### src/rtl/wide_add_seq_pkg.sv
`default_nettype none
// ============================================================================
// Module   : wide_add_seq_pkg
// Brief    : Shared state encoding and slice width for the sequential adder.
// Revision : 1.0 - initial release
// ============================================================================
package wide_add_seq_pkg;

    localparam int SLICE_W = 4;

    typedef enum logic [1:0] {
        IDLE = 2'd0,
        RUN  = 2'd1,
        DONE = 2'd2
    } state_t;

endpackage
`default_nettype wire

### src/rtl/wide_add_seq_rca.sv
`default_nettype none
// ============================================================================
// Module   : rca
// Brief    : 4-bit ripple-carry adder slice shared across all nibbles.
// Revision : 1.0 - initial release
// ============================================================================
module rca
    import wide_add_seq_pkg::*;
(
    input  logic [SLICE_W-1:0] A,
    input  logic [SLICE_W-1:0] B,
    input  logic               Cin,
    output logic [SLICE_W-1:0] Sum,
    output logic               Cout
);

    // The carry chain is a local variable so the ripple stays inside one process.
    always_comb begin
        logic [SLICE_W:0] w_c;
        w_c    = '0;
        Sum    = '0;
        w_c[0] = Cin;
        for (int i = 0; i < SLICE_W; i++) begin
            Sum[i]   = A[i] ^ B[i] ^ w_c[i];
            w_c[i+1] = (A[i] & B[i]) | (A[i] & w_c[i]) | (B[i] & w_c[i]);
        end
        Cout = w_c[SLICE_W];
    end

endmodule
`default_nettype wire

### src/rtl/wide_add_seq.sv
`default_nettype none
// ============================================================================
// Module   : wide_add_seq
// Brief    : Multi-cycle WORDS-nibble adder/subtractor on one shared 4-bit rca.
// Revision : 1.0 - initial release
// ============================================================================
module wide_add_seq
    import wide_add_seq_pkg::*;
#(
    parameter int WORDS = 4
) (
    input  logic                       clk,
    input  logic                       rst,
    input  logic                       start,
    input  logic                       Sub,
    input  logic [SLICE_W*WORDS-1:0]   A,
    input  logic [SLICE_W*WORDS-1:0]   B,
    input  logic                       Cin,
    output logic                       busy,
    output logic                       done,
    output logic [SLICE_W*WORDS-1:0]   Sum,
    output logic                       Cout,
    output logic                       V
);

    localparam int W     = SLICE_W * WORDS;
    localparam int IDX_W = $clog2(WORDS);
    localparam logic [IDX_W-1:0] c_last_idx = IDX_W'(WORDS - 1);

    state_t             r_state;
    state_t             w_next;
    logic [IDX_W-1:0]   r_idx;
    logic               r_carry;
    logic [W-1:0]       r_a;
    logic [W-1:0]       r_b;
    logic               r_sub;
    logic [W-1:0]       r_sum;
    logic               r_cout;
    logic               r_v;

    logic               w_accept;
    logic               w_last;
    logic [SLICE_W-1:0] w_sa;
    logic [SLICE_W-1:0] w_sb;
    logic [SLICE_W-1:0] w_ss;
    logic               w_sc;

    assign w_accept = start && (r_state != RUN);
    assign w_last   = (r_idx == c_last_idx);

    // Subtraction is A + ~B + 1 with the borrow-in folded into the initial carry.
    assign w_sa = r_a[r_idx*SLICE_W +: SLICE_W];
    assign w_sb = r_b[r_idx*SLICE_W +: SLICE_W] ^ {SLICE_W{r_sub}};

    rca u_rca (
        .A    (w_sa),
        .B    (w_sb),
        .Cin  (r_carry),
        .Sum  (w_ss),
        .Cout (w_sc)
    );

    always_ff @(posedge clk or posedge rst) begin
        if (rst) begin
            r_state <= IDLE;
        end else begin
            r_state <= w_next;
        end
    end

    always_comb begin
        w_next = r_state;
        case (r_state)
            IDLE:    if (start) w_next = RUN;
            RUN:     if (w_last) w_next = DONE;
            DONE:    w_next = start ? RUN : IDLE;
            default: w_next = IDLE;
        endcase
    end

    always_ff @(posedge clk or posedge rst) begin
        if (rst) begin
            r_idx   <= '0;
            r_carry <= 1'b0;
            r_a     <= '0;
            r_b     <= '0;
            r_sub   <= 1'b0;
            r_sum   <= '0;
            r_cout  <= 1'b0;
            r_v     <= 1'b0;
        end else if (w_accept) begin
            r_a     <= A;
            r_b     <= B;
            r_sub   <= Sub;
            r_carry <= Cin ^ Sub;
            r_idx   <= '0;
        end else if (r_state == RUN) begin
            r_sum[r_idx*SLICE_W +: SLICE_W] <= w_ss;
            r_carry <= w_sc;
            if (w_last) begin
                r_cout <= w_sc;
                r_v    <= (r_a[W-1] ~^ w_sb[SLICE_W-1]) & (r_a[W-1] ^ w_ss[SLICE_W-1]);
            end else begin
                r_idx  <= r_idx + 1'b1;
            end
        end
    end

    assign busy = (r_state == RUN);
    assign done = (r_state == DONE);
    assign Sum  = r_sum;
    assign Cout = r_cout;
    assign V    = r_v;

endmodule
`default_nettype wire
### config.mk
export PLATFORM = sky130hd
export DESIGN_NAME = wide_add_seq
export DESIGN_NICKNAME = d
export VERILOG_FILES = /design/src/rtl/wide_add_seq_pkg.sv /design/src/rtl/wide_add_seq_rca.sv /design/src/rtl/wide_add_seq.sv
export SDC_FILE = /design/constraint.sdc
export NUM_CORES = 1
export LEC_CHECK = 0
export ABC_AREA = 1
export CORE_MARGIN = 2
export CORE_UTILIZATION = 51
export CTS_BUF_LIST = sky130_fd_sc_hd__clkbuf_16
export DETAILED_ROUTE_END_ITERATION = 7
export PLACE_DENSITY = 0.76
export SYNTH_ARGS = -nofsm -noshare
export SYNTH_HDL_FRONTEND = slang
export SYNTH_SLANG_ARGS = --single-unit
export TNS_END_PERCENT = 1
### constraint.sdc
create_clock -name clk -period 3.87 [get_ports clk]
set_clock_uncertainty 0.15 [all_clocks]
set_input_delay 0.774 -clock clk [delete_from_list [all_inputs] [get_ports clk]]
set_output_delay 0.774 -clock clk [all_outputs]
set_load 0.005 [all_outputs]
==> impl_metrics.tcl, run 1 <==
set metrics [dict create \
    final-hold-violation-count 0 \
    dp_slack_ps 443 \
    worstMarginPinSlew_ps 649 \
    postCtsResizedCells 0 \
    synth_top_flop_cell "dfrtp_1" \
    cts_buffers 5 \
    path_max_fanout 14 \
    cts_setup_buffers 0 \
    layout_setup_ws_ps 389 \
    async_reset_ff_share_pct 100 \
    status "completed" \
    slew-limit-headroom_pct 56.6 \
    postSynthCellCount 322 \
    grt_max_degree 37 \
    avgSynthCellArea_um2 8.68 \
    yosysUniqueCellTypes 30 \
    hp-class "flop to flop" \
    crit_path_end_kind "flop" \
    vias 2294 \
    clk_transition_reported_paths_ps 70 \
    grt_pass1_vias 2245 \
    die_area_um2 6090 \
    synth.net_count 369 \
    placed_cell_area_um2 3360 \
    total_leakage_power_nw 1.72 \
    cp.required_ps 3920 \
    start_util_pct 53.7 \
    area_delta_synth_final_pct 25.1 \
    die_width_um 78.1 \
    coreArea_um2 5200 \
    dp_hpwl_um 4500 \
    grt_pass1_wl_um 10400 \
    yosysMostFrequentCell "nand2_1" \
    io_buffers 56 \
    h-tree-depth 2 \
    clockBufferDepth 2 \
    dp.cells 438 \
    clk_latency_ps 280 \
    fin_crit_ps 3480 \
    overflow 0 \
    setup_viol 0 \
    n_antenna_cell 0 \
    numClockSinks 56 \
    drt-initial-drc-count 127 \
    drive_gt1_share_pct 7.71 \
    drc_errors 0 \
    cap_viol_max_count 0 \
    synth.area.top_cells "dfrtp_1, nand2_1, o21ai_0" \
    die_h_um 78.1 \
    crit_type "flop to flop" \
    fin_cells 446 \
    nets 422 \
    cts_root_buf "clkbuf_16" \
    cts_hold_buf 0 \
    viasPerCell 5.14 \
    synth_top_area_cell "dfrtp_1" \
    seq_area_frac_synth_pct 50.1 \
    ios 57 \
    ys_seq_elements 56 \
    fp-row-count 26 \
    synth_top_area_share_pct 50.1 \
    place.gp.congestion 0.819 \
    syn_area_um2 2800 \
    fin_tns_setup_ps 0 \
    max_freq_mhz 287 \
    p_per_area_nw_per_um2 890 \
    cts_tree "yes" \
    drtPass1Iterations 4 \
    wire_per_inst_um 13.4 \
    startpoint_type "flop" \
    synth_edf_count 0 \
    synth.top_cells.by_count "nand2_1, dfrtp_1, o21ai_0, inv_1, nand3_1" \
    ant_nets 0 \
    cp.arrival_ps 3540 \
    n_fill_cell 426 \
    timing.hold.ws_ps 337 \
    yosys_warnings 0 \
    wirelength_um 5980 \
    min_period_over_period_pct 89.9 \
    maxSlewViolCount 0 \
    design_area_um2 3500 \
    peakVddDrop_mv 0.451 \
    antenna_found_initial 0 \
    grt_setup_unrepaired "false" \
    gr-usage-all-layers_pct 21.5 \
]
## worst paths after layout
kind	from	endpoint	slack, ps	depth (start not counted)
hold reg to reg	r_a[9]	r_a[9]	340	2
min in group asynchronous	rst	r_state[1]	710	2
max in group asynchronous	rst	r_a[7]	2090	3
hold / removal	r_a[9]	r_a[9]	340	2
setup reg to reg	r_idx[0]	Sum[15]	390	12
setup / recovery	r_idx[0]	Sum[15]	390	12
## layout by cell type (no fill, tap or decap), drive strengths merged, types with 4 or more instances in the layout
cell | Yosys | routed
clkbuf | 2 | 5
o21ai | 38 | 38
clkdlybuf4s50 | 0 | 56
nand3 | 19 | 19
nand2 | 129 | 129
o22ai | 4 | 4
ha | 6 | 6
dfrtp | 56 | 56
fa | 4 | 4
nand4 | 4 | 4
inv | 21 | 23
nor2 | 14 | 14
## worst max-delay path: stages (launching register included)
cell	delay, ps
dfrtp_1	690
buf_4	270
nand2_1	60
a32o_1	260
fa_1	390
inv_1	80
fa_1	170
inv_1	50
fa_1	370
fa_1	480
inv_1	120
nand3_1	100
o21ai_0	180
## stage by stage
| stage | util, % | total power, mW |
|---|---|---|
| after floorplan | - | 2.22 |
| after global placement | 64.6 | 2.64 |
| after detailed placement | 64.6 | 2.69 |
| after CTS | 67.2 | 3.14 |
| after global routing | 67.2 | 3.42 |
| final | 67.2 | 3.11 |
## registers in the layout, indices dropped and copies added, names as in the netlist
name	cells
r_sub	1
r_carry	1
Sum	16
Cout	1
r_idx	2
r_a	16
V	1
r_b	16
r_state	2
## logic make-up (layout without fill, tap and decap cells)
family	count (synthesis)	in the layout	share of synthesized area (%)
simple gates	167	167	25.4
flops	56	56	50.1
compound gates	50	50	10.7
buf+inv	35	89	6.93
fa+ha+maj	10	10	5.55
xor+xnor	4	4	1.25
## metal layers
metal  up-vias  track usage [%]  routed length [um]
met5         -                0                   0
met4         0             6.84                 125
met3        12             4.14                 247
met2        53             35.9                2950
met1      1087             28.4                2650
li1       1142                -                   -
## where the power goes
| part | switching (mW) | total (mW) | leakage [nW] | internal [mW] |
|---|---|---|---|---|
| Combinational | 0.991 | 1.64 | 0.927 | 0.651 |
| Sequential | 0.206 | 1.05 | 0.715 | 0.845 |
| Clock | 0.186 | 0.419 | 0.0738 | 0.233 |
| Total | 1.38 | 3.11 | 1.72 | 1.73 |
## area by class of cell
class	count	area (um^2)	share of cell area [%]
Clock buffer	5	125	3.58
Clock inverter	3	11.3	0.322
Inverter	22	90.1	2.57
Multi-Input combinational cell	231	1200	34.3
Sequential cell	56	1400	40.0
Tap cell	70	87.6	2.50
Timing Repair Buffer	59	583	16.7
Power figures use the tool's default switching activity.
==> run 2: changes to the inputs <==
--- a/config.mk
+++ b/config.mk
@@ -8,9 +8,9 @@
 export ABC_AREA = 1
 export CORE_MARGIN = 2
 export CORE_UTILIZATION = 51
-export CTS_BUF_LIST = sky130_fd_sc_hd__clkbuf_16
 export DETAILED_ROUTE_END_ITERATION = 7
 export PLACE_DENSITY = 0.76
+export SETUP_SLACK_MARGIN = 0.2
 export SYNTH_ARGS = -nofsm -noshare
 export SYNTH_HDL_FRONTEND = slang
 export SYNTH_SLANG_ARGS = --single-unit
==> impl_metrics.tcl, run 2 (synthesis results as in run 1) <==
set metrics [dict create \
    cp.depth 12 \
    viasPerCell 5.12 \
    vias 2285 \
    coreArea_um2 5200 \
    io_buffers 56 \
    crit_type "flop to flop" \
    peakVddDrop_mv 0.447 \
    status "completed" \
    total_leakage_power_nw 1.69 \
    overflow 0 \
    cts_setup_buffers 0 \
    multi_input_area_um2 1200 \
    ant_nets 0 \
    seqCellArea_um2 1400 \
    maxSlewViolCount 0 \
    path_cells "buf_4 > nand2_1 > a32o_1 > fa_1 > inv_1 > fa_1 > inv_1 > fa_1 > fa_1 > inv_1 > nand3_1 > o21ai_0" \
    postCtsResizedCells 0 \
    clk_transition_reported_paths_ps 90 \
    hold_path_depth 2 \
    drt-initial-drc-count 78 \
    ff2ff_path_depth 12 \
    antenna_found_initial 0 \
    numClockSinks 56 \
    start_util_pct 53.7 \
    ios 57 \
    h-tree-depth 2 \
    setup_viol 0 \
    path_common_cell "fa_1" \
    final-hold-violation-count 0 \
    drtPass1Iterations 4 \
    final_common_cell "nand2_1" \
    clk_latency_ps 300 \
    cts_root_buf "clkbuf_8" \
    area_delta_synth_final_pct 23.5 \
    n_antenna_cell 0 \
    nets 422 \
    n_fill_cell 439 \
    fp-row-count 26 \
    cp.arrival_ps 3520 \
    cp_top_family "adder cells" \
    clockBufferDepth 2 \
    cp.required_ps 3940 \
    crit_path_end_kind "flop" \
    worstMarginPinSlew_ps 654 \
    die_width_um 78.1 \
    final_cell_mix "nand2_1, dfrtp_1, clkdlybuf4s50_1" \
    fin_tns_setup_ps 0 \
    place.gp.congestion 0.819 \
    cap_viol_max_count 0 \
    die_h_um 78.1 \
    slew-limit-headroom_pct 56.3 \
    dp_hpwl_um 4500 \
    max_freq_mhz 291 \
    critPathBufInv 4 \
    drc_errors 0 \
    die_area_um2 6090 \
    drive_gt1_share_pct 7.98 \
    cts_hold_buf 0 \
    fin_crit_ps 3440 \
    p_per_area_nw_per_um2 867 \
    grt_pass1_vias 2234 \
    wirelength_um 5870 \
    total_power_mw 2.99 \
    cpPeakStageDelay_ps 700 \
    cts_tree "yes" \
    min_period_over_period_pct 88.9 \
    hp-class "flop to flop" \
    cp_slowest_cell "dfrtp_1" \
    cts_buffers 5 \
    path_max_fanout 14 \
    grt_pass1_wl_um 10100 \
    grt_max_degree 37 \
    wire_per_inst_um 13.2 \
    grt_setup_unrepaired "false" \
    startpoint_type "flop" \
    gr-usage-all-layers_pct 20.7 \
]
[run 2: cell count changes in the layout (fill, tap and decap cells not counted)]
cell	delta
clkbuf_16	-5
clkbuf_1	+2
clkbuf_8	+6
clkinv_1	-1
inv_1	-2
[run 2: final timing paths]
path                           from  slack (ps)         end
hold reg to reg              r_a[9]         340      r_a[9]
max in group asynchronous       rst        2110     r_b[10]
hold / removal               r_a[9]         340      r_a[9]
setup reg to reg           r_idx[0]         430     Sum[15]
min in group asynchronous       rst         680  r_state[1]
setup / recovery           r_idx[0]         430     Sum[15]
[run 2: power by group]
part           leakage, nW  internal, mW  switching [mW]
clock network       0.0455         0.147           0.177
registers            0.715         0.843           0.204
logic                0.927         0.648           0.974
[run 2: stage by stage]
step	std cells	util, %	hold slack, ps	setup slack [ps]	cell area, um^2
after floorplan	322	-	294	832	2800
after global placement	438	64.6	316	541	3360
after detailed placement	438	64.6	320	443	3360
after CTS	446	66.3	345	416	3450
after global routing	446	66.3	370	242	3450
final	446	66.3	339	428	3450
[run 2: per-layer routing]
metal | GRT usage, % | wire (um) | vias up
li1 | - | - | 1140
met3 | 3.45 | 307 | 9
met5 | 0 | 0 | -
met2 | 34.9 | 2860 | 59
met4 | 5.61 | 87 | 0
met1 | 27.8 | 2610 | 1077
[run 2: layout make-up]
class	instances	share of cell area, %
clock buffer	8	2.61
multi-input combinational	231	34.8
inverter	22	2.61
tap	70	2.54
sequential	56	40.6
timing repair buffer	59	16.9
[run 2: worst min-delay path, stage by stage, from the launching register on]
cell,delay (ps)
dfrtp_1,350
nand2_1,50
nand2_1,50
